### config.mk
export PLATFORM = sky130hd
export DESIGN_NAME = picorv_mem_arbiter
export DESIGN_NICKNAME = d
export VERILOG_FILES = /design/src/rtl/picorv_arb_pkg.sv /design/src/rtl/picorv_mem_arbiter_rr_pick.sv /design/src/rtl/picorv_mem_arbiter.sv
export SDC_FILE = /design/constraint.sdc
export NUM_CORES = 1
export LEC_CHECK = 0
export BUFFER_PORTS_ARGS = -buffer_cell sky130_fd_sc_hd__buf_4
export CAP_MARGIN = 10
export CORE_ASPECT_RATIO = 0.5
export CORE_MARGIN = 5
export CORE_UTILIZATION = 44
export DETAILED_ROUTE_END_ITERATION = 10
export PLACE_DENSITY = 0.8
export SLEW_MARGIN = 20
export SYNTH_ARGS = -nofsm -noshare
export SYNTH_HDL_FRONTEND = slang
export SYNTH_SLANG_ARGS = --single-unit
### constraint.sdc
create_clock -name HCLK -period 2 [get_ports HCLK]
set_input_delay 0.4 -clock HCLK [delete_from_list [all_inputs] [get_ports HCLK]]
set_output_delay 0.4 -clock HCLK [all_outputs]
set_load 0.005 [all_outputs]
### src/rtl/picorv_arb_pkg.sv
// Shared definitions for the PicoRV32 native-port round-robin arbiter.
package picorv_arb_pkg;

  typedef enum logic [1:0] {
    IDLE = 2'd0,
    BUSY = 2'd1,
    RESP = 2'd2
  } arb_state_t;

  localparam logic [31:0] ERR_DATA_DEFAULT = 32'hDEAD_BEEF;

endpackage

### src/rtl/picorv_mem_arbiter_rr_pick.sv
// Rotating priority encoder: first set valid bit at or after the pointer, wrapping modulo NREQ.
module rr_pick #(
  parameter int NREQ = 2,
  parameter int GW   = $clog2(NREQ)
) (
  input  logic [NREQ-1:0] i_valid,
  input  logic [GW-1:0]   i_ptr,
  output logic [GW-1:0]   o_idx,
  output logic            o_any
);

  int          w_pos;
  logic [GW-1:0] w_cand;

  // Walk from farthest to nearest so the closest hit to the pointer wins.
  always_comb begin
    o_idx  = i_ptr;
    o_any  = 1'b0;
    w_pos  = 0;
    w_cand = '0;
    for (int k = NREQ - 1; k >= 0; k--) begin
      w_pos = int'(i_ptr) + k;
      if (w_pos >= NREQ) w_pos = w_pos - NREQ;
      w_cand = GW'(w_pos);
      if (i_valid[w_cand]) begin
        o_idx = w_cand;
        o_any = 1'b1;
      end
    end
  end

endmodule

### src/rtl/picorv_mem_arbiter.sv
// Round-robin arbiter sharing one PicoRV32 native memory port among NREQ requesters,
// with a watchdog that forces an error response on a stalled downstream transfer.
//
// state | meaning
// IDLE  | waiting for any req_valid; latches the winner's request
// BUSY  | mem_valid held with latched fields until mem_ready or watchdog expiry
// RESP  | one-cycle req_ready to the owner; advances the round-robin pointer
module picorv_mem_arbiter
  import picorv_arb_pkg::*;
#(
  parameter int          NREQ     = 2,
  parameter int          TIMEOUT  = 1023,
  parameter logic [31:0] ERR_DATA = ERR_DATA_DEFAULT
) (
  input  logic                     HCLK,
  input  logic                     HRESET,
  input  logic [NREQ-1:0]          req_valid,
  input  logic [NREQ-1:0]          req_instr,
  input  logic [32*NREQ-1:0]       req_addr,
  input  logic [32*NREQ-1:0]       req_wdata,
  input  logic [4*NREQ-1:0]        req_wstrb,
  output logic [NREQ-1:0]          req_ready,
  output logic [31:0]              req_rdata,
  output logic                     mem_valid,
  output logic                     mem_instr,
  output logic [31:0]              mem_addr,
  output logic [31:0]              mem_wdata,
  output logic [3:0]               mem_wstrb,
  input  logic                     mem_ready,
  input  logic [31:0]              mem_rdata,
  output logic [$clog2(NREQ)-1:0]  grant_id,
  output logic                     timeout_err
);

  localparam int GW = $clog2(NREQ);
  localparam int WW = $clog2(TIMEOUT + 1);

  arb_state_t    r_state;
  arb_state_t    w_state_nxt;
  logic [GW-1:0] r_rr_ptr;
  logic [GW-1:0] r_grant_id;
  logic [WW-1:0] r_wd;
  logic          r_mem_valid;
  logic          r_mem_instr;
  logic [31:0]   r_mem_addr;
  logic [31:0]   r_mem_wdata;
  logic [3:0]    r_mem_wstrb;
  logic [NREQ-1:0] r_req_ready;
  logic [31:0]   r_req_rdata;
  logic          r_timeout_err;

  logic [GW-1:0] w_pick;
  logic          w_any;
  logic          w_grant;
  logic          w_done_ok;
  logic          w_done_to;
  logic          w_resp;

  rr_pick #(
    .NREQ (NREQ),
    .GW   (GW)
  ) u_rr_pick (
    .i_valid (req_valid),
    .i_ptr   (r_rr_ptr),
    .o_idx   (w_pick),
    .o_any   (w_any)
  );

  always_ff @(posedge HCLK) begin
    if (HRESET) r_state <= IDLE;
    else        r_state <= w_state_nxt;
  end

  always_comb begin
    w_state_nxt = r_state;
    w_grant     = 1'b0;
    w_done_ok   = 1'b0;
    w_done_to   = 1'b0;
    w_resp      = 1'b0;
    case (r_state)
      IDLE: begin
        if (w_any) begin
          w_grant     = 1'b1;
          w_state_nxt = BUSY;
        end
      end
      BUSY: begin
        // A completion on the expiry cycle wins over the forced error.
        if (mem_ready) begin
          w_done_ok   = 1'b1;
          w_state_nxt = RESP;
        end else if (r_wd == WW'(TIMEOUT)) begin
          w_done_to   = 1'b1;
          w_state_nxt = RESP;
        end
      end
      RESP: begin
        w_resp      = 1'b1;
        w_state_nxt = IDLE;
      end
      default: w_state_nxt = IDLE;
    endcase
  end

  always_ff @(posedge HCLK) begin
    if (HRESET) begin
      r_rr_ptr      <= '0;
      r_grant_id    <= '0;
      r_wd          <= '0;
      r_mem_valid   <= 1'b0;
      r_mem_instr   <= 1'b0;
      r_mem_addr    <= '0;
      r_mem_wdata   <= '0;
      r_mem_wstrb   <= '0;
      r_req_ready   <= '0;
      r_req_rdata   <= '0;
      r_timeout_err <= 1'b0;
    end else begin
      r_req_ready   <= '0;
      r_timeout_err <= 1'b0;
      if (w_grant) begin
        r_grant_id  <= w_pick;
        r_mem_addr  <= req_addr[32*int'(w_pick) +: 32];
        r_mem_wdata <= req_wdata[32*int'(w_pick) +: 32];
        r_mem_wstrb <= req_wstrb[4*int'(w_pick) +: 4];
        r_mem_instr <= req_instr[w_pick];
        r_wd        <= '0;
        r_mem_valid <= 1'b1;
      end
      if (r_state == BUSY && !w_done_ok && !w_done_to) begin
        r_wd <= r_wd + WW'(1);
      end
      if (w_done_ok || w_done_to) begin
        r_req_rdata <= w_done_ok ? mem_rdata : ERR_DATA;
        r_mem_valid <= 1'b0;
        r_req_ready <= NREQ'(1) << r_grant_id;
      end
      if (w_done_to) begin
        r_timeout_err <= 1'b1;
      end
      if (w_resp) begin
        r_rr_ptr <= (r_grant_id == GW'(NREQ - 1)) ? '0 : r_grant_id + GW'(1);
      end
    end
  end

  assign req_ready   = r_req_ready;
  assign req_rdata   = r_req_rdata;
  assign mem_valid   = r_mem_valid;
  assign mem_instr   = r_mem_instr;
  assign mem_addr    = r_mem_addr;
  assign mem_wdata   = r_mem_wdata;
  assign mem_wstrb   = r_mem_wstrb;
  assign grant_id    = r_grant_id;
  assign timeout_err = r_timeout_err;

endmodule

==> results of run 1 <==
final timing paths:
kind                     start       endpoint  slack [ns]  depth (start not counted)
setup / recovery       r_wd[0]  req_rdata[27]        0.20                          6
hold / removal    mem_rdata[3]   req_rdata[3]        0.25                          3
setup reg to reg       r_wd[0]  req_rdata[27]        0.20                          6
hold reg to reg   req_rdata[4]   req_rdata[4]        0.46                          2
cells by family (layout without fill, tap and decap cells):
logic type	after synthesis	after routing	share of synthesized area, %
xor gates and xnor gates	3	3	0.535
adders and majority gates	2	2	0.459
DFF	119	119	48.5
buffers and inverters	46	326	4.08
AOI/OAI and AO/OA	127	127	18.8
muxes	69	69	14.1
and+or+nand+nor	154	154	13.6
sequential cells by signal, indices dropped and copies added (netlist names):
name	count
mem_wstrb	4
mem_addr	32
r_state	2
mem_instr	1
req_ready	2
timeout_err	1
grant_id	1
req_rdata	32
r_rr_ptr	1
mem_wdata	32
mem_valid	1
r_wd	10
worst min-delay path: stages:
cell and delay [ns]:
buf_4 0.08, o22ai_1 0.07, nor2_1 0.07
metal layers:
| layer | up-vias | part of all wire, % | track usage (%) |
|---|---|---|---|
| met1 | 2206 | 41 | 25.7 |
| met5 | - | 0 | 0 |
| met3 | 15 | 6.6 | 6.42 |
| met2 | 160 | 51 | 38.1 |
| met4 | 0 | 1.1 | 5.65 |
| li1 | 2435 | - | - |
power by group:
group          leakage [uW]  total (uW)  internal [uW]  switching [uW]
combinational       0.00223        1310            736             574
sequential         0.000982        2710           2590             118
clock              0.000271        2940           1830            1100
stage by stage:
stage / cells / total power, uW
2_1_floorplan: 520 / 3320
3_3_place_gp: 913 / 4040
3_5_place_dp: 913 / 4080
4_1_cts: 945 / 7030
5_1_grt: 945 / 7300
6_report: 945 / 6960
cell usage in the layout, fill, tap and decap left out, types with 2 or more instances in the layout:
cell type / Yosys / layout
and3_1: 2 / 2
nor3b_1: 2 / 2
buf_12: 0 / 6
mux2i_1: 69 / 69
nor3_1: 4 / 4
a31oi_1: 6 / 6
o22ai_1: 22 / 22
dfxtp_1: 119 / 119
a21oi_1: 15 / 15
or2_2: 2 / 2
nand4_1: 4 / 4
bufinv_16: 0 / 2
a22o_1: 3 / 3
or3_1: 2 / 2
nand3_1: 13 / 13
inv_1: 2 / 2
clkinv_4: 0 / 4
clkbuf_16: 0 / 17
xnor2_1: 3 / 3
clkinvlp_4: 0 / 5
a211oi_1: 69 / 69
and2_1: 2 / 2
clkinv_2: 0 / 3
o21ai_0: 3 / 3
buf_4: 0 / 286
nand2_1: 19 / 19
nor2_1: 98 / 98
final cells by class:
cell class                 count  area share [%]
clock buffer                  17            5.48
clock inverter                15            2.01
inverter                       2          0.0967
multi-input combinational    355            30.2
sequential                   119            30.7
tap                          145            2.34
timing repair buffer         292            29.2
==> impl_metrics.ini, run 1 <==
[status]
outcome = finished, final reports clean

[finish]
insertedDiodeCount = 0
multi_input_area_um2 = 2340
fillers = 866
finish.net_count = 963
final_layout_size_suffix_gt1_share_pct = 41.9
finish.instance_area_um2 = 7760
sequential_cell_area_um2 = 2380
area_delta_synth_final_pct = 58.1
post-route-util_pct = 70.9

[grt]
grt_pass1_vias = 4777
globalRouteTotalUtil_pct = 21.5
initial_antenna_violation_count = 0
grt_max_degree = 117
total_global_routing_overflow = 0
grt_first_pass_wirelength_um = 24200

[logic_synthesis]
post_synthesis_average_cell_area_um2 = 9.44
flop_and_latch_count_out_of_synthesis = 119
count_of_flip_flops_with_a_built_in_enable_after_synthesis = 0
syn_area_um2 = 4910
synth_top_area_share_pct = 48.5
synth_cells = 520
dominantRegCellSynth = dfxtp_1
syn-num-nets = 696
synth-async-reset-ratio_pct = 0
synth.lib_cells_used.distinct = 40
synth.top_cells.by_count = dfxtp_1 (119), nor2_1 (98), a211oi_1 (69), mux2i_1 (69), clkbuf_1 (30)
ys.warnings.count = 0
seq_area_frac_synth_pct = 48.5
netlist.top_cell.by_area = dfxtp_1
synth.top_cells.by_area = dfxtp_1 (49%), mux2i_1 (14%), a211oi_1 (11%), nor2_1 (7.5%), o22ai_1 (2.8%)
yosys.cell_count.top_type = dfxtp_1

[place]
portBuffers = 280
finalWeightedCongestion = 0.847
placed_area_um2 = 7180
dp_worst_setup_slack_ns = 0.140
dp_hpwl_um = 11200

[floorplanning]
floorplan.initialDensity_pct = 44.9
ios = 281
die_area_um2 = 13500
dieWidth_um = 159
core_area_um2 = 10900
placementRows = 27
floorplan.die.height_um = 84.7

[sta]
worstMarginPinSlew_ns = 0.550
max_slew_headroom_pct = 63.3
fmax_ghz = 0.556
hold_viol_final = 0
setup_repair_after_global_routing_missed_its_margin = no
holdWs_ns = 0.250
slew_violations = 0
final_period_demand_of_the_worst_path_ns = 1.80
setup_viol = 0
final.period_utilization_pct = 89.9
final.setup_skew_ns = 0.0121
fin_ws_ns = 0.202
fin_tns_setup_ns = 0

[route]
routed_vias = 4816
ant_nets = 0
routed_wire_length_per_instance_um = 16.0
detail_route.drc_violations = 0
routed_via_density = 5.10
detail_route.first_pass.iterations = 4
route.final.wire_length_um = 15100
first_iter_violations = 324

[clock_network]
tritoncts = done
clk_pin_slew_worst_paths_ns = 0.06
ctsHoldBuffers = 0
clock_sinks = 119
clk_root_buffer_cell = clkbuf_16
ctsLongestPathBuffers = 2
htreeDepth = 4
worstSkewPairLatency_ns = 0.40
cts.repair_timing.setup_buffer_count = 0
total_clock_buffers_created_by_cts = 17
cts.repair.resized = 0

[worst_setup_path]
path_type_of_the_worst_setup_path = flip-flop to flip-flop
timing.critical_path.cells = ha_1 -> nand3_1 -> o41ai_4 -> buf_12 -> o22ai_1 -> nor2_1
worst_path_dominant_cell_family = compound AO/OA/AOI/OAI gates
cp-start-kind = flip-flop
cp-end-kind = flip-flop
worst_ep_arrival_time_ns = 2.12
slowest_cell_on_the_critical_path = o41ai_4
timing.critical_path.slowest_cell_delay_ns = 0.43
critical_path.max_fanout = 22
cp.buffers_inverters = 1
worst-endpoint-required_ns = 2.32

[min_path]
worstHoldPathType = input pin to flip-flop

[power]
static-leakage-power_uw = 0.00349
power_density_nw_per_um2 = 896
ir_worst_vdd_uv = 628

[flow_run]
cap_violations = 0
Note: power is estimated with default switching activity, not from simulation.
==> inputs of run 2 (changes only) <==
Settings changed: CORE_UTILIZATION 44 to 45, PLACE_DENSITY 0.8 to 0.81, SYNTH_HIERARCHICAL set to 1.
==> impl_metrics.ini, run 2 <==
[logic_synthesis]
synth_top_area_share_pct = 46.3
synth-async-reset-ratio_pct = 0
synth_cells = 548
synth.top_cells.by_count = dfxtp_1 (119), nor2_1 (99), a211oi_1 (76)
synth.top_cells.by_area = dfxtp_1 (46%), mux2i_1 (13%), a211oi_1 (11%), nor2_1 (7.2%), a211oi_2 (4.1%)
seq_area_frac_synth_pct = 46.3
netlist.top_cell.by_area = dfxtp_1
dominantRegCellSynth = dfxtp_1
flop_and_latch_count_out_of_synthesis = 119
synth.lib_cells_used.distinct = 43
count_of_flip_flops_with_a_built_in_enable_after_synthesis = 0
post_synthesis_average_cell_area_um2 = 9.39
yosys.cell_count.top_type = dfxtp_1
syn_area_um2 = 5140
ys.warnings.count = 6
syn-num-nets = 724

[route]
route.final.wire_length_um = 15200
detail_route.drc_violations = 0
routed_wire_length_per_instance_um = 15.7
routed_via_density = 5.03
first_iter_violations = 263
detail_route.first_pass.iterations = 4
ant_nets = 0
routed_vias = 4872

[power]
static-leakage-power_uw = 0.00357
post-layout-total-power_uw = 7180
ir_worst_vdd_uv = 621
power_density_nw_per_um2 = 902

[sta]
max_slew_headroom_pct = 61.6
slew_violations = 0
fmax_ghz = 0.535
final_period_demand_of_the_worst_path_ns = 1.87
fin_tns_setup_ns = 0
worstMarginPinSlew_ns = 0.572
setup_viol = 0
fin_ws_ns = 0.129
final.setup_skew_ns = 0.00864
hold_viol_final = 0
final.period_utilization_pct = 93.5
setup_repair_after_global_routing_missed_its_margin = no

[floorplanning]
die_area_um2 = 13800
ios = 281
floorplan.initialDensity_pct = 46.4
dieWidth_um = 161
floorplan.die.height_um = 85.6
core_area_um2 = 11100
placementRows = 27

[finish]
layout_commonest_cell = buf_4
insertedDiodeCount = 0
final_layout_size_suffix_gt1_share_pct = 42.0
layout_common_cells = buf_4 (284), dfxtp_1 (119), nor2_1 (99)
finish.net_count = 987
fillers = 883
area_delta_synth_final_pct = 54.8
sequential_cell_area_um2 = 2380
multi_input_area_um2 = 2450

[worst_setup_path]
rr_worst_depth = 5
worst-endpoint-required_ns = 2.35
worst_ep_arrival_time_ns = 2.22
cp-start-kind = flip-flop
timing.rr.start = r_wd[0]
timing.critical_path.slowest_cell_delay_ns = 0.46
regToRegSetupSlack_ns = 0.13
timing.critical_path.cells = ha_1 -> nand3_1 -> o31a_1 -> nor3_1 -> a221o_1
setup.worst_path.start = r_wd[0]
critical_path.reg2reg.endpoint = r_wd[8]
cp-end-kind = flip-flop
critical_path.max_fanout = 5
path_type_of_the_worst_setup_path = flip-flop to flip-flop
slowest_cell_on_the_critical_path = nor3_1

[grt]
initial_antenna_violation_count = 0
grt_pass1_vias = 4796
grt_first_pass_wirelength_um = 23700
globalRouteTotalUtil_pct = 21.0
grt_max_degree = 81
total_global_routing_overflow = 0

[clock_network]
clock_sinks = 119
htreeDepth = 4
total_clock_buffers_created_by_cts = 17
clk_pin_slew_worst_paths_ns = 0.06
tritoncts = done
worstSkewPairLatency_ns = 0.41
cts.repair.resized = 0
clk_root_buffer_cell = clkbuf_16
cts.repair_timing.setup_buffer_count = 0
ctsHoldBuffers = 0
ctsLongestPathBuffers = 2

[place]
dp_hpwl_um = 11800
finalWeightedCongestion = 0.843
portBuffers = 280
dp_worst_setup_slack_ns = 0.175

[min_path]
hold-path-endpoint = req_rdata[4]
timing.hold.worst_path_depth = 3
worstHoldPathType = input pin to flip-flop
hold_path.startpoint = mem_rdata[4]

[status]
outcome = finished, final reports clean

[flow_run]
cap_violations = 0
[run 2: changes by cell type after synthesis, moves of 4 or more]
cell and delta:
buf_2 +4, nand3_1 -4, a211oi_2 +17, o22ai_1 -22
a211oi_1 +7, o21ai_0 +7, inv_1 +23, nand4_1 -4
[run 2: report_power, final]
part           switching (uW)  total [uW]  leakage [uW]  internal [uW]
Sequential                120        2710      0.000982           2590
Clock                    1090        3130      0.000300           2040
Combinational             599        1340       0.00228            742
[run 2: layout make-up]
class / count / share of cell area [%]
Multi-Input combinational cell: 359 / 30.8
Sequential cell: 119 / 29.9
Timing Repair Buffer: 289 / 28.0
Clock buffer: 19 / 5.69
Tap cell: 145 / 2.28
Clock inverter: 13 / 2.10
Inverter: 25 / 1.18
[run 2: cell families after synthesis]
logic type                 count (synthesis)  share of synthesized area (%)
AOI/OAI and AO/OA                        134                           20.5
xor gates and xnor gates                   1                          0.170
adders and majority gates                  1                          0.243
buffers and inverters                     70                           6.27
DFF                                      119                           46.3
muxes                                     69                           13.4
and+or+nand+nor                          154                           13.1
[run 2: how the worst max path moves through the flow]
stage,cells past startpoint,end
2_1_floorplan,8,req_rdata[21]
3_3_place_gp,5,req_rdata[3]
3_5_place_dp,5,req_rdata[6]
4_1_cts,5,req_rdata[6]
5_1_grt,5,r_wd[8]
6_report,5,r_wd[8]
[run 2: critical path: cells and delay by family, from the launching register on]
| kind | cells | cell delay [ns] |
|---|---|---|
| adders and majority gates | 1 | 0.23 |
| and+or+nand+nor | 2 | 0.60 |
| AOI/OAI and AO/OA | 2 | 0.60 |
| DFF | 1 | 0.38 |
[run 2: stage by stage]
stage / util, % / instance area, um^2 / hold WS [ns] / instances
final: 71.9 / 7970 / 0.239 / 969
after global routing: 71.9 / 7970 / 0.242 / 969
after global placement: 66.3 / 7340 / 0.441 / 937
after detailed placement: 66.3 / 7340 / 0.444 / 937
after floorplan: - / 5140 / 0.447 / 548
after CTS: 71.9 / 7960 / 0.228 / 969
[run 2: per-layer routing]
| metal | part of all wire (%) | track usage, % |
|---|---|---|
| met1 | 40 | 24.3 |
| met2 | 53 | 38.5 |
| met3 | 4.9 | 4.99 |
| met4 | 1.9 | 7.59 |
| met5 | 0 | 0 |
==> inputs of run 3 (changes only) <==
Clock period 2 ns to 2.1 ns, I/O delays scaled along.
==> impl_metrics.ini, run 3 (synthesized netlist as in run 2, its figures left out) <==
[min_path]
worstHoldPathType = input pin to flip-flop

[worst_setup_path]
critical_path.max_fanout = 13
worst_ep_arrival_time_ns = 2.28
regToRegSetupSlack_ns = 0.14
cp-end-kind = flip-flop
cp-start-kind = flip-flop
path_type_of_the_worst_setup_path = flip-flop to flip-flop
worst-endpoint-required_ns = 2.42

[sta]
slew_violations = 0
hold_viol_final = 0
setup_repair_after_global_routing_missed_its_margin = no
fin_ws_ns = 0.141
final.period_utilization_pct = 93.3
final_period_demand_of_the_worst_path_ns = 1.96
fmax_ghz = 0.511
setup_viol = 0
final.setup_skew_ns = 0.00962
fin_tns_setup_ns = 0
max_slew_headroom_pct = 66.0
worstMarginPinSlew_ns = 0.506

[route]
route.final.wire_length_um = 15700
detail_route.drc_violations = 0
first_iter_violations = 168
routed_vias = 4933
ant_nets = 0
routed_wire_length_per_instance_um = 16.3
detail_route.first_pass.iterations = 5
routed_via_density = 5.09

[place]
portBuffers = 280
placed_area_um2 = 7340
dp_hpwl_um = 11800
finalWeightedCongestion = 0.863
dp_worst_setup_slack_ns = 0.137

[clock_network]
clk_pin_slew_worst_paths_ns = 0.06
cts.repair_timing.setup_buffer_count = 0
htreeDepth = 4
clk_root_buffer_cell = clkbuf_16
clock_sinks = 119
ctsLongestPathBuffers = 2
worstSkewPairLatency_ns = 0.41
cts.repair.resized = 0
total_clock_buffers_created_by_cts = 17
ctsHoldBuffers = 0
tritoncts = done

[status]
outcome = finished, final reports clean

[floorplanning]
dieWidth_um = 161
floorplan.initialDensity_pct = 46.4
core_area_um2 = 11100
ios = 281
floorplan.die.height_um = 85.6
placementRows = 27
die_area_um2 = 13800

[finish]
finish.net_count = 987
insertedDiodeCount = 0
layout_common_cells = buf_4 (283), dfxtp_1 (119), nor2_1 (99)
final_layout_size_suffix_gt1_share_pct = 41.9
finish.instance_area_um2 = 7980
area_delta_synth_final_pct = 55.1
layout_commonest_cell = buf_4

[power]
power_density_nw_per_um2 = 873
ir_worst_vdd_uv = 532
static-leakage-power_uw = 0.00357

[grt]
globalRouteTotalUtil_pct = 21.5
grt_first_pass_wirelength_um = 24400
grt_max_degree = 84
initial_antenna_violation_count = 0
total_global_routing_overflow = 0
grt_pass1_vias = 4863

[flow_run]
cap_violations = 0
[run 3: stage by stage]
step	util (%)	total power [uW]	cells	hold slack [ns]
detailed placement	66.2	3920	936	0.443
CTS	71.9	7040	968	0.253
global placement	66.2	3880	936	0.442
global route	72.0	7290	969	0.273
floorplan	-	3210	548	0.447
finish	72.0	6970	969	0.270
[run 3: layout make-up]
cell class / count / area, um^2
clock buffer: 18 / 439
clock inverter: 14 / 196
fill: 858 / 3100
inverter: 25 / 93.8
multi-input combinational: 360 / 2460
sequential: 119 / 2380
tap: 145 / 181
timing repair buffer: 288 / 2220
[run 3: worst paths after layout]
| check | start | cells after the start | to |
|---|---|---|---|
| worst max register to register | r_wd[0] | 5 | req_rdata[9] |
| worst min register to register | req_rdata[2] | 2 | req_rdata[2] |
| worst min-delay path | mem_rdata[20] | 3 | req_rdata[20] |
| worst max-delay path | r_wd[0] | 5 | req_rdata[9] |
[run 3: where the power goes]
part	total (uW)	leakage [uW]	switching, uW	internal, uW
Combinational	1280	0.00228	577	707
Sequential	2590	0.000982	117	2470
Clock	3100	0.000304	1070	2030
[run 3: per-layer routing]
| layer | wire length, um | track usage, % | part of all wire, % |
|---|---|---|---|
| met5 | 0 | 0 | 0 |
| met4 | 235 | 6.35 | 1.5 |
| met3 | 839 | 5.71 | 5.3 |
| met2 | 8530 | 40.8 | 54 |
| met1 | 6150 | 23.9 | 39 |
[run 3: worst max-delay path, stage by stage, from the launching register on]
cell	delay, ns
dfxtp_1	0.38
ha_1	0.23
and3_1	0.35
a31oi_4	0.21
nand2b_2	0.42
a211oi_2	0.29
